## config.mk

```make
export PLATFORM = sky130hd
export DESIGN_NAME = byte_packer_nx_flat
export DESIGN_NICKNAME = d
export VERILOG_FILES = /design/src/rtl/byte_packer_nx_if.sv /design/src/rtl/byte_packer_nx.sv /design/src/flat_wrapper.sv
export SDC_FILE = /design/constraint.sdc
export NUM_CORES = 1
export LEC_CHECK = 0
export BUFFER_PORTS_ARGS = -buffer_cell sky130_fd_sc_hd__buf_2
export CAP_MARGIN = 20
export CORE_MARGIN = 8
export CORE_UTILIZATION = 50
export DETAILED_ROUTE_END_ITERATION = 8
export PLACE_DENSITY = 0.68
export SYNTH_ARGS = -nofsm -noshare
export SYNTH_HDL_FRONTEND = slang
export SYNTH_SLANG_ARGS = --single-unit
```

## constraint.sdc

```tcl
create_clock -name clk_4f -period 3.9 [get_ports clk_4f]
set_clock_uncertainty 0.05 [all_clocks]
set_input_delay 0.39 -clock clk_4f [delete_from_list [all_inputs] [get_ports clk_4f]]
set_output_delay 0.39 -clock clk_4f [all_outputs]
set_load 0.05 [all_outputs]
```

## src/rtl/byte_packer_nx_if.sv

```systemverilog
// Handshake bundle for byte_packer_nx: narrow lane input side and packed word output side.
// master = surrounding environment (lane source and word sink), slave = the packer.
interface byte_packer_nx_if #(
   parameter int IN_W  = 8,
   parameter int LANES = 4
);
   logic [IN_W-1:0]       data_in;
   logic                  valid_in;
   logic                  ready_in;
   logic                  flush;
   logic [LANES*IN_W-1:0] data_out;
   logic [LANES-1:0]      mask_out;
   logic                  valid_out;
   logic                  ready_out;

   modport master (
      output data_in, valid_in, flush, ready_out,
      input  ready_in, data_out, mask_out, valid_out
   );

   modport slave (
      input  data_in, valid_in, flush, ready_out,
      output ready_in, data_out, mask_out, valid_out
   );
endinterface

```

## src/rtl/byte_packer_nx.sv

```systemverilog
// Packs LANES narrow lanes into one wide word with valid/ready on both sides, flush and lane mask.
// Optional BYTE_PACKER_STATS_EN adds words_cnt (output transfers) and stall_cnt (stalled valid cycles).
//
// state | meaning
// FILL  | accepting lanes into the accumulator
// HOLD  | accumulator closed, waiting for the output register to drain
module byte_packer_nx #(
   parameter int IN_W      = 8,
   parameter int LANES     = 4,
   parameter bit MSB_FIRST = 1'b1
) (
   input  logic             clk_4f,
   input  logic             reset,
   byte_packer_nx_if.slave  bus
`ifdef BYTE_PACKER_STATS_EN
   ,
   output logic [15:0]      words_cnt,
   output logic [15:0]      stall_cnt
`endif
);
   localparam int W     = LANES * IN_W;
   localparam int CNT_W = $clog2(LANES + 1);

   typedef enum logic {FILL, HOLD} state_t;

   state_t           state, state_nxt;
   logic [W-1:0]     acc_data, acc_data_nxt;
   logic [LANES-1:0] acc_mask, acc_mask_nxt;
   logic [CNT_W-1:0] cnt, cnt_nxt;
   logic [W-1:0]     out_data, out_data_nxt;
   logic [LANES-1:0] out_mask, out_mask_nxt;
   logic             out_valid, out_valid_nxt;

   logic             accept, drain, close;
   logic [W-1:0]     fill_data;
   logic [LANES-1:0] fill_mask;
   logic [CNT_W-1:0] fill_cnt;
   int               lane_idx;

   assign bus.ready_in  = (state == FILL);
   assign bus.data_out  = out_data;
   assign bus.mask_out  = out_mask;
   assign bus.valid_out = out_valid;

   always_ff @(posedge clk_4f) begin
      if (reset) begin
         state     <= FILL;
         acc_data  <= '0;
         acc_mask  <= '0;
         cnt       <= '0;
         out_data  <= '0;
         out_mask  <= '0;
         out_valid <= 1'b0;
      end else begin
         state     <= state_nxt;
         acc_data  <= acc_data_nxt;
         acc_mask  <= acc_mask_nxt;
         cnt       <= cnt_nxt;
         out_data  <= out_data_nxt;
         out_mask  <= out_mask_nxt;
         out_valid <= out_valid_nxt;
      end
   end

   always_comb begin
      state_nxt     = state;
      acc_data_nxt  = acc_data;
      acc_mask_nxt  = acc_mask;
      cnt_nxt       = cnt;
      out_data_nxt  = out_data;
      out_mask_nxt  = out_mask;
      out_valid_nxt = out_valid;

      accept   = bus.valid_in && (state == FILL);
      drain    = out_valid && bus.ready_out;
      lane_idx = MSB_FIRST ? (LANES - 1 - int'(cnt)) : int'(cnt);

      // Accumulator contents as they would be after this cycle's lane.
      fill_data = acc_data;
      fill_mask = acc_mask;
      for (int k = 0; k < LANES; k++) begin
         if (accept && (k == lane_idx)) begin
            fill_data[k*IN_W +: IN_W] = bus.data_in;
            fill_mask[k]              = 1'b1;
         end
      end
      fill_cnt = cnt + {{(CNT_W-1){1'b0}}, accept};
      close    = (accept && (cnt == CNT_W'(LANES - 1))) ||
                 (bus.flush && (fill_cnt != '0));

      case (state)
         FILL: begin
            if (drain) out_valid_nxt = 1'b0;
            if (close && (!out_valid || drain)) begin
               out_data_nxt  = fill_data;
               out_mask_nxt  = fill_mask;
               out_valid_nxt = 1'b1;
               acc_data_nxt  = '0;
               acc_mask_nxt  = '0;
               cnt_nxt       = '0;
            end else begin
               acc_data_nxt = fill_data;
               acc_mask_nxt = fill_mask;
               cnt_nxt      = fill_cnt;
               if (close) state_nxt = HOLD;
            end
         end
         HOLD: begin
            // The held word replaces the departing one, so the output never bubbles.
            if (drain) begin
               out_data_nxt  = acc_data;
               out_mask_nxt  = acc_mask;
               out_valid_nxt = 1'b1;
               acc_data_nxt  = '0;
               acc_mask_nxt  = '0;
               cnt_nxt       = '0;
               state_nxt     = FILL;
            end
         end
         default: state_nxt = FILL;
      endcase
   end

`ifdef BYTE_PACKER_STATS_EN
   always_ff @(posedge clk_4f) begin
      if (reset) begin
         words_cnt <= '0;
         stall_cnt <= '0;
      end else begin
         if (out_valid && bus.ready_out) words_cnt <= words_cnt + 16'd1;
         if (bus.valid_in && (state != FILL) && (stall_cnt != 16'hFFFF))
            stall_cnt <= stall_cnt + 16'd1;
      end
   end
`endif
endmodule

```

## src/flat_wrapper.sv

```systemverilog
// flat-port wrapper written by rule: the top's interface ports become plain ports
module byte_packer_nx_flat 
#(
   parameter int IN_W      = 8,
   parameter int LANES     = 4,
   parameter bit MSB_FIRST = 1'b1
)
  (clk_4f, reset, bus_data_in, bus_valid_in, bus_flush, bus_ready_out, bus_ready_in, bus_data_out, bus_mask_out, bus_valid_out);
  byte_packer_nx_if #(.IN_W(IN_W), .LANES(LANES)) bus_i ();
  input  logic clk_4f;
  input  logic reset;
  input wire logic [$bits(bus_i.data_in)-1:0] bus_data_in;
  input wire logic [$bits(bus_i.valid_in)-1:0] bus_valid_in;
  input wire logic [$bits(bus_i.flush)-1:0] bus_flush;
  input wire logic [$bits(bus_i.ready_out)-1:0] bus_ready_out;
  output wire logic [$bits(bus_i.ready_in)-1:0] bus_ready_in;
  output wire logic [$bits(bus_i.data_out)-1:0] bus_data_out;
  output wire logic [$bits(bus_i.mask_out)-1:0] bus_mask_out;
  output wire logic [$bits(bus_i.valid_out)-1:0] bus_valid_out;
  assign bus_i.data_in = bus_data_in;
  assign bus_i.valid_in = bus_valid_in;
  assign bus_i.flush = bus_flush;
  assign bus_i.ready_out = bus_ready_out;
  assign bus_ready_in = bus_i.ready_in;
  assign bus_data_out = bus_i.data_out;
  assign bus_mask_out = bus_i.mask_out;
  assign bus_valid_out = bus_i.valid_out;
  byte_packer_nx #(.IN_W(IN_W), .LANES(LANES), .MSB_FIRST(MSB_FIRST)) u_core (.clk_4f(clk_4f), .reset(reset), .bus(bus_i));
endmodule
```

Yosys cells after proc, flatten, opt, wreduce, memory -nomap -nowiden
Index checks and enable logic that the tools add are counted.
- add/sub/neg operators: 2
- equal/unequal tests: 7
- mux-type cells: 31
- bitwise operators: 1
- reductions and logical operators: 16
- operator list (operator ; number):
    $mux 32 ; 4
    $pmux 32 s2 ; 2
    $eq 3x32->1 const A ; 2
    $eq 2x32->1 const A ; 1
    $logic_not 32->1 ; 1
    $mux 8 ; 4
    $mux 4 ; 4
    $pmux 4 s2 ; 2
    $mux 1 ; 10
    $logic_and 1x1->1 ; 9
    $mux 3 ; 2
    $pmux 3 s2 ; 1
    $pmux 1 s2 ; 2
    $reduce_and 2->1 ; 2
    $sub 2x3->4 const A ; 1
    $add 3x1->3 ; 1
    $eq 3x2->1 const B ; 1
    $ne 3x1->1 const B ; 1
    $reduce_bool 3->1 ; 1
    $logic_or 1x1->1 ; 2
    $ne 2x1->1 const B ; 1
    $ne 2x2->1 const B ; 1
    $logic_not 1->1 ; 1
    $not 1->1 ; 1
- register bits: 77
- input bits: 13
- word-level logic and storage cells: 64

Longest topological paths before layout
Gate-level depths: netlist (run 1).
- word-level depth: 9
- mapped depth: 11

Worst setup path before layout (run 1)
OpenSTA, ideal clock, no wires.
- path kind: register -> register
- from: reg u_core.state
- to: reg u_core.out_data[27] (netlist: u_core.bus.data_out[27])
- arrival: 2.497 ns
- required time: 3.729 ns
- slack: 1.233 ns
- stages on the path, launching flop included: 11
- buffers on the path: 3
- period minus slack after synthesis: 2.667 ns
- path through: dfxtp_1 > buf_2 > buf_2 > nor2b_1 > ha_1 > ha_1 > or3_1 > o22a_1 > o21ai_2 > buf_4 > mux2_2
- longest elaborated chain between the ends: 9
- elaborated cells between the ends (all ways): 15
- those cells by class: add/sub (1); eq/ne (2); mux (3); bitwise (1); reduce/logical (8)
- ends and longest elaborated chain (what ; RTL line ; text):
    from (decl) ; byte_packer_nx.sv:26 ; state_t state, state_nxt;
    from (signal assigned) ; byte_packer_nx.sv:55 ; state <= state_nxt;
    $not 1->1 ; byte_packer_nx.sv:74, byte_packer_nx.sv:91 ;
    $logic_and 1x1->1 ; byte_packer_nx.sv:74 ; accept = bus.valid_in && (state == FILL);
    $add 3x1->3 ; byte_packer_nx.sv:87 ; fill_cnt = cnt + {{(CNT_W-1){1'b0}}, accept};
    $reduce_bool 3->1 ; byte_packer_nx.sv:89 ; (bus.flush && (fill_cnt != '0));
    $logic_and 1x1->1 ; byte_packer_nx.sv:89 ;
    $logic_or 1x1->1 ; byte_packer_nx.sv:88 ; close = (accept && (cnt == CNT_W'(LANES - 1))) ||
    $logic_and 1x1->1 ; byte_packer_nx.sv:94 ; if (close && (!out_valid || drain)) begin
    $ne 2x1->1 (no line) ; -- ;
    $reduce_and 2->1 (no line) ; -- ;
    to (signal assigned) ; byte_packer_nx.sv:59 ; out_data <= out_data_nxt;
    to (decl) ; byte_packer_nx.sv:30 ; logic [W-1:0] out_data, out_data_nxt;
Several ways; a longest one is shown, not always the timed one. The select of a mux whose other input is x is not followed.
A chain may end at the register's enable or synchronous reset.

Final worst setup path (run 1)
- from: reg u_core.state
- to: reg u_core.out_data[18] (netlist: u_core.bus.data_out[18])
The elaborated chain is that of the path after synthesis.

==> results of run 1 <==
-- state kept, by name, indices dropped and copies added (netlist names) --
name                  flops
u_core.bus.data_out      32
u_core.acc_data          32
u_core.bus.mask_out       4
u_core.acc_mask           4
u_core.bus.valid_out      1
u_core.cnt                3
u_core.state              1
-- final timing paths --
kind	from	endpoint	cells after the start	slack, ps
max	u_core.state	u_core.bus.data_out[18]	8	1070
max reg2reg	u_core.state	u_core.bus.data_out[18]	8	1070
min	reset	u_core.cnt[2]	2	260
min reg2reg	u_core.bus.data_out[19]	u_core.bus.data_out[19]	2	400
-- kinds of logic after synthesis --
kind of cell	share of synthesized area
compound gates	0.2896
buf+inv	0.09097
fa+ha+maj	0.006428
simple gates	0.1868
mux	0.02604
flops	0.3960
xor+xnor	0.004180
-- power by group --
group          internal [mW]  switching, mW  total (mW)  leakage, nW
combinational          0.221          0.612       0.833        0.930
sequential             0.876         0.0464       0.922        0.627
clock                  0.381          0.302       0.683        0.114
-- synthesized netlist by cell type (2+ instances only) --
cell	number	share of area
o211ai_1	8	0.015
inv_1	44	0.042
a21o_1	2	0.0039
a31oi_1	13	0.021
a32oi_1	2	0.0045
a211oi_1	25	0.048
o211a_1	2	0.0051
nand4b_1	2	0.0045
a21oi_1	37	0.048
buf_4	2	0.0039
mux2_2	8	0.023
nand3_1	33	0.042
a221oi_1	9	0.020
dfxtp_1	77	0.40
nand2_1	22	0.021
o31ai_1	16	0.031
buf_1	3	0.0029
ha_1	2	0.0064
a2111oi_0	17	0.038
a2111o_1	2	0.0058
clkbuf_1	22	0.021
o21ai_2	3	0.0068
buf_2	13	0.017
o21ai_0	10	0.013
nor2_1	7	0.0068
nand4_1	16	0.026
nor2b_1	10	0.016
nor3_1	28	0.036
nand2b_1	2	0.0032
a21boi_0	8	0.015
-- cell type report --
type,instances,area (um2),share of cell area
clock buffers,11,141.4,0.03182
clock inverters,5,82.58,0.01859
inverters,45,168.9,0.03802
multi-input cells,303,2026,0.4559
flip-flops and latches,77,1541,0.3469
well taps,102,127.6,0.02872
repair buffers,64,355.3,0.07998
-- critical path: stages, from the launching register on --
cell and delay (ps):
dfxtp_1 360, nor2b_1 60, ha_1 190, ha_1 360, or3_1 360, o22a_1 200
o21ai_2 660, buf_4 350, a211oi_1 100
-- per-layer routing --
layer / up-vias / part of all wire
li1: 1820 / -
met1: 1762 / 0.46
met2: 125 / 0.47
met3: 17 / 0.051
met4: 0 / 0.016
met5: - / 0
==> flow_summary_export.csv, run 1 <==
group,metric,value,unit
outcome,status,"complete, no violations",
layout,fin_util,0.5810,
clocking,ctsHoldBuffers,0,
yosys,synth_nets,481,
placed_design,dp_hpwl,7501,um
worst_setup_path,endpoint_kind,"register",
grt,grt_overflow,0,
floorplan,core_area,7647,um2
timing,rsz0062_at_grt,"no",
layout,layout_commonest_cell,"dfxtp_1",
floorplan,core.rowCount,32,
clocking,cts_tree,"built",
yosys,synth_warnings,0,
placed_design,placedCellCount,591,
timing,min_period,2833,ps
clocking,numCtsBuffers,9,
route,wl_per_cell,18.38,um
grt,use_met2,0.3158,
placed_design,routabilityCongestion,0.8501,
route,drtPass1Iterations,4,
yosys,synth_cells,466,
clocking,path_clk_slew,80,ps
worst_setup_path,cp_max_fo,17,
timing,drv_slew,0,
worst_setup_path,startpoint_type,"register",
timing,max-slew-margin-rel,0.4253,
timing,timing.hold.ws,263.4,ps
grt,use_met3,0.03408,
yosys,synth_seq_cells,77,
job,max_cap_violations,0,
layout,final_cell_count_no_fill,607,
yosys,synth-main-ff-cell,"dfxtp_1",
layout,insertedDiodeCount,0,
grt,grt_pass1_vias,3589,
layout,drive_above_1_share,0.2000,
worst_setup_path,crit_required,4060,ps
layout,fillers,734,
hold_path,min_path_type,"in2reg",
grt,antenna_found_initial,0,
clocking,cts_sinks,77,
power,total_power,2.438,mW
timing,max_slew.worst_pin.slew,855.6,ps
timing,hold_viol_final,0,
grt,top_usage_layer,"met2",
layout,nNetsFinal,515,
yosys,synthesis.area,3892,um2
timing,setup_tns,0,ps
power,p_per_area,548.7,nW/um2
timing,setup_violations,0,
placed_design,place_ws,769.3,ps
power,cellLeakagePower,1.671,nW
clocking,root_buffer,"clkbuf_8",
floorplan,initial_utilization,0.5090,
route,ant_nets,0,
layout,final_cell_mix,"77 x dfxtp_1, 50 x buf_2, 44 x inv_1, 37 x a21oi_1, 33 x nand3_1",
clocking,post_cts_resized,0,
clocking,htree_levels,3,
floorplan,pin_count,51,
yosys,async_flop_share,0,
layout,syn_to_final_growth,14.14,%
yosys,syn_area_per_cell,8.353,um2
power,vdd_drop_max,0.0002941,V
route,wirelength,11160,um
floorplan,die_x,104.2,um
placed_design,port_buffers,50,
floorplan,die_area,10860,um2
timing,fmax,352.9,MHz
grt,grt_use_met1,0.2650,
worst_setup_path,worstPathArrival,2990,ps
floorplan,die_y,104.2,um
layout,final_area,4443,um2
worst_setup_path,path_class,"reg2reg",
timing,timing.final.crit_share,0.7265,
clocking,cts_setup_buffers,0,
grt,grt_pass1_wl,18310,um
route,viasPerCell,6.135,
clocking,cts.path.max_buffers,2,
timing,fin_ws,1067,ps
placed_design,place_area,4219,um2
route,drc,0,
grt,grt_max_degree,57,
route,drtIter0Drc,239,
grt,track_usage,0.2002,
route,vias,3724,
yosys,yosysSeqAreaShare,0.3960,
yosys,synth_edf_count,0,
clocking,clock_latency,340,ps
yosys,yosysUniqueCellTypes,51,
Note: power is estimated with default switching activity, not from simulation.
==> run 2, diff against run 1 <==
==> constraint.sdc (replaced) <==
create_clock -name clk_4f -period 2.7 [get_ports clk_4f]
set_clock_uncertainty 0.05 [all_clocks]
set_input_delay 0.27 -clock clk_4f [delete_from_list [all_inputs] [get_ports clk_4f]]
set_output_delay 0.27 -clock clk_4f [all_outputs]
set_load 0.05 [all_outputs]
==> flow_summary_export.csv, run 2 (same netlist as run 1, synthesis figures left out) <==
group,metric,value,unit
hold_path,whs_path_depth,3,
layout,final_cell_mix,"77 x dfxtp_1, 50 x buf_2, 44 x inv_1, 37 x a21oi_1, 33 x nand3_1",
clocking,path_clk_slew,90,ps
timing,hold_viol_final,0,
power,p_clk_frac,0.282,
route,drtIter0Drc,264,
worst_setup_path,endpoint_kind,"register",
clocking,ctsHoldBuffers,0,
timing,timing.final.crit_share,0.9032,
worst_setup_path,cp_cell_sequence,"nor2b_1 -> ha_1 -> ha_1 -> or3_1 -> o22a_1 -> o21ai_2 -> buf_12 -> mux2_2",
power,p_sw_frac,0.3944,
timing,drv_slew,0,
timing,setup_tns,0,ps
power,vdd_drop_max,0.0005069,V
route,ant_nets,0,
clocking,cts_tree,"built",
timing,rsz0062_at_grt,"no",
power,power_frac_comb,0.350,
hold_path,min_path_type,"in2reg",
worst_setup_path,startpoint_type,"register",
floorplan,pin_count,51,
layout,insertedDiodeCount,0,
worst_setup_path,cp_max_fo,21,
grt,grt_pass1_vias,3794,
floorplan,die_y,104.2,um
layout,drive_above_1_share,0.2175,
clocking,cts.path.max_buffers,2,
clocking,htree_levels,3,
job,max_cap_violations,0,
timing,min_period,2439,ps
power,internal_power,2.184,mW
timing,setup_violations,0,
timing,max-slew-margin-rel,0.4769,
outcome,status,"complete, no violations",
clocking,cts_sinks,77,
floorplan,die_x,104.2,um
clocking,numCtsBuffers,9,
placed_design,port_buffers,50,
placed_design,routabilityCongestion,0.8508,
power,p_per_area,790.2,nW/um2
worst_setup_path,crit_required,2900,ps
power,power_switching,1.422,mW
layout,nNetsFinal,525,
route,wirelength,11310,um
power,cellLeakagePower,1.739,nW
timing,max_slew.worst_pin.slew,781.0,ps
route,drc,0,
route,viasPerCell,6.167,
clocking,clock_latency,360,ps
clocking,post_cts_resized,0,
worst_setup_path,path_class,"reg2reg",
worst_setup_path,crit_path_frequent_cell,"ha_1",
floorplan,die_area,10860,um2
floorplan,initial_utilization,0.5090,
grt,track_usage,0.2112,
power,seqPwrFrac,0.369,
worst_setup_path,slowest_stage,"or3_1",
grt,grt_max_degree,40,
route,wl_per_cell,18.33,um
grt,antenna_found_initial,0,
route,drtPass1Iterations,4,
layout,layout_commonest_cell,"dfxtp_1",
grt,grt_pass1_wl,19140,um
worst_setup_path,worstPathArrival,2640,ps
clocking,cts_setup_buffers,0,
placed_design,dp_hpwl,7749,um
route,vias,3805,
floorplan,core.rowCount,32,
layout,fin_util,0.5969,
floorplan,core_area,7647,um2
timing,fmax,410.1,MHz
worst_setup_path,cp_slowest_stage_delay,370,ps
grt,grt_overflow,0,
clocking,root_buffer,"clkbuf_8",
layout,syn_to_final_growth,17.26,%
worst_setup_path,r2r_cells,8,
## run 2: cell count changes in the layout (fill, tap and decap cells not counted), sizes merged
cell / before / now
buf: 64 / 74
clkbuf: 11 / 10
clkinv: 3 / 4
## run 2: power groups by stage
stage	sequential, mW	combinational, mW	clock, mW
finish	1.33	1.26	1.02
CTS	1.33	1.26	1.03
detailed placement	1.36	1.25	0
floorplan	1.69	0.556	0
global placement	1.35	1.24	0
global route	1.35	1.35	1.08
## run 2: worst max-delay path, delay by kind of cell (launching register included)
family          cells  cell delay (ps)
fa+ha+maj           2              560
buf+inv             1              200
compound gates      2              390
simple gates        2              420
flops               1              350
mux                 1              350
## run 2: worst paths after layout
| path | endpoint | slack, ps | startpoint |
|---|---|---|---|
| min | u_core.acc_data[9] | 190 | bus_data_in[1] |
| max | u_core.bus.data_out[28] | 260 | u_core.state |
| min reg2reg | u_core.bus.data_out[19] | 410 | u_core.bus.data_out[19] |
| max reg2reg | u_core.bus.data_out[28] | 260 | u_core.state |
## run 2: layout make-up
type                    count  area (um2)
clock inverters             6       95.09
well taps                 102       127.6
flip-flops and latches     77        1541
fillers                   722        3083
clock buffers              10       137.6
multi-input cells         303        2026
inverters                  45       168.9
repair buffers             74       467.9
## run 2: routing by layer
metal	track usage	share of wire	up-vias
met4	0.06101	0.011	0
met1	0.2584	0.42	1818
met3	0.04833	0.063	11
met5	0	0	-
li1	-	-	1842
met2	0.3602	0.50	134
## run 2: stage by stage
step / cell area, um2 / total power, mW / hold slack, ps / cells / setup slack, ps
floorplan: 3892 / 2.248 / 367.3 / 466 / 32.54
global placement: 4324 / 2.594 / 388.9 / 600 / 184.0
detailed placement: 4324 / 2.609 / 398.2 / 600 / 118.2
CTS: 4557 / 3.619 / 179.1 / 616 / 261.9
global route: 4564 / 3.780 / 183.7 / 617 / 108.4
finish: 4564 / 3.607 / 190.7 / 617 / 261.4
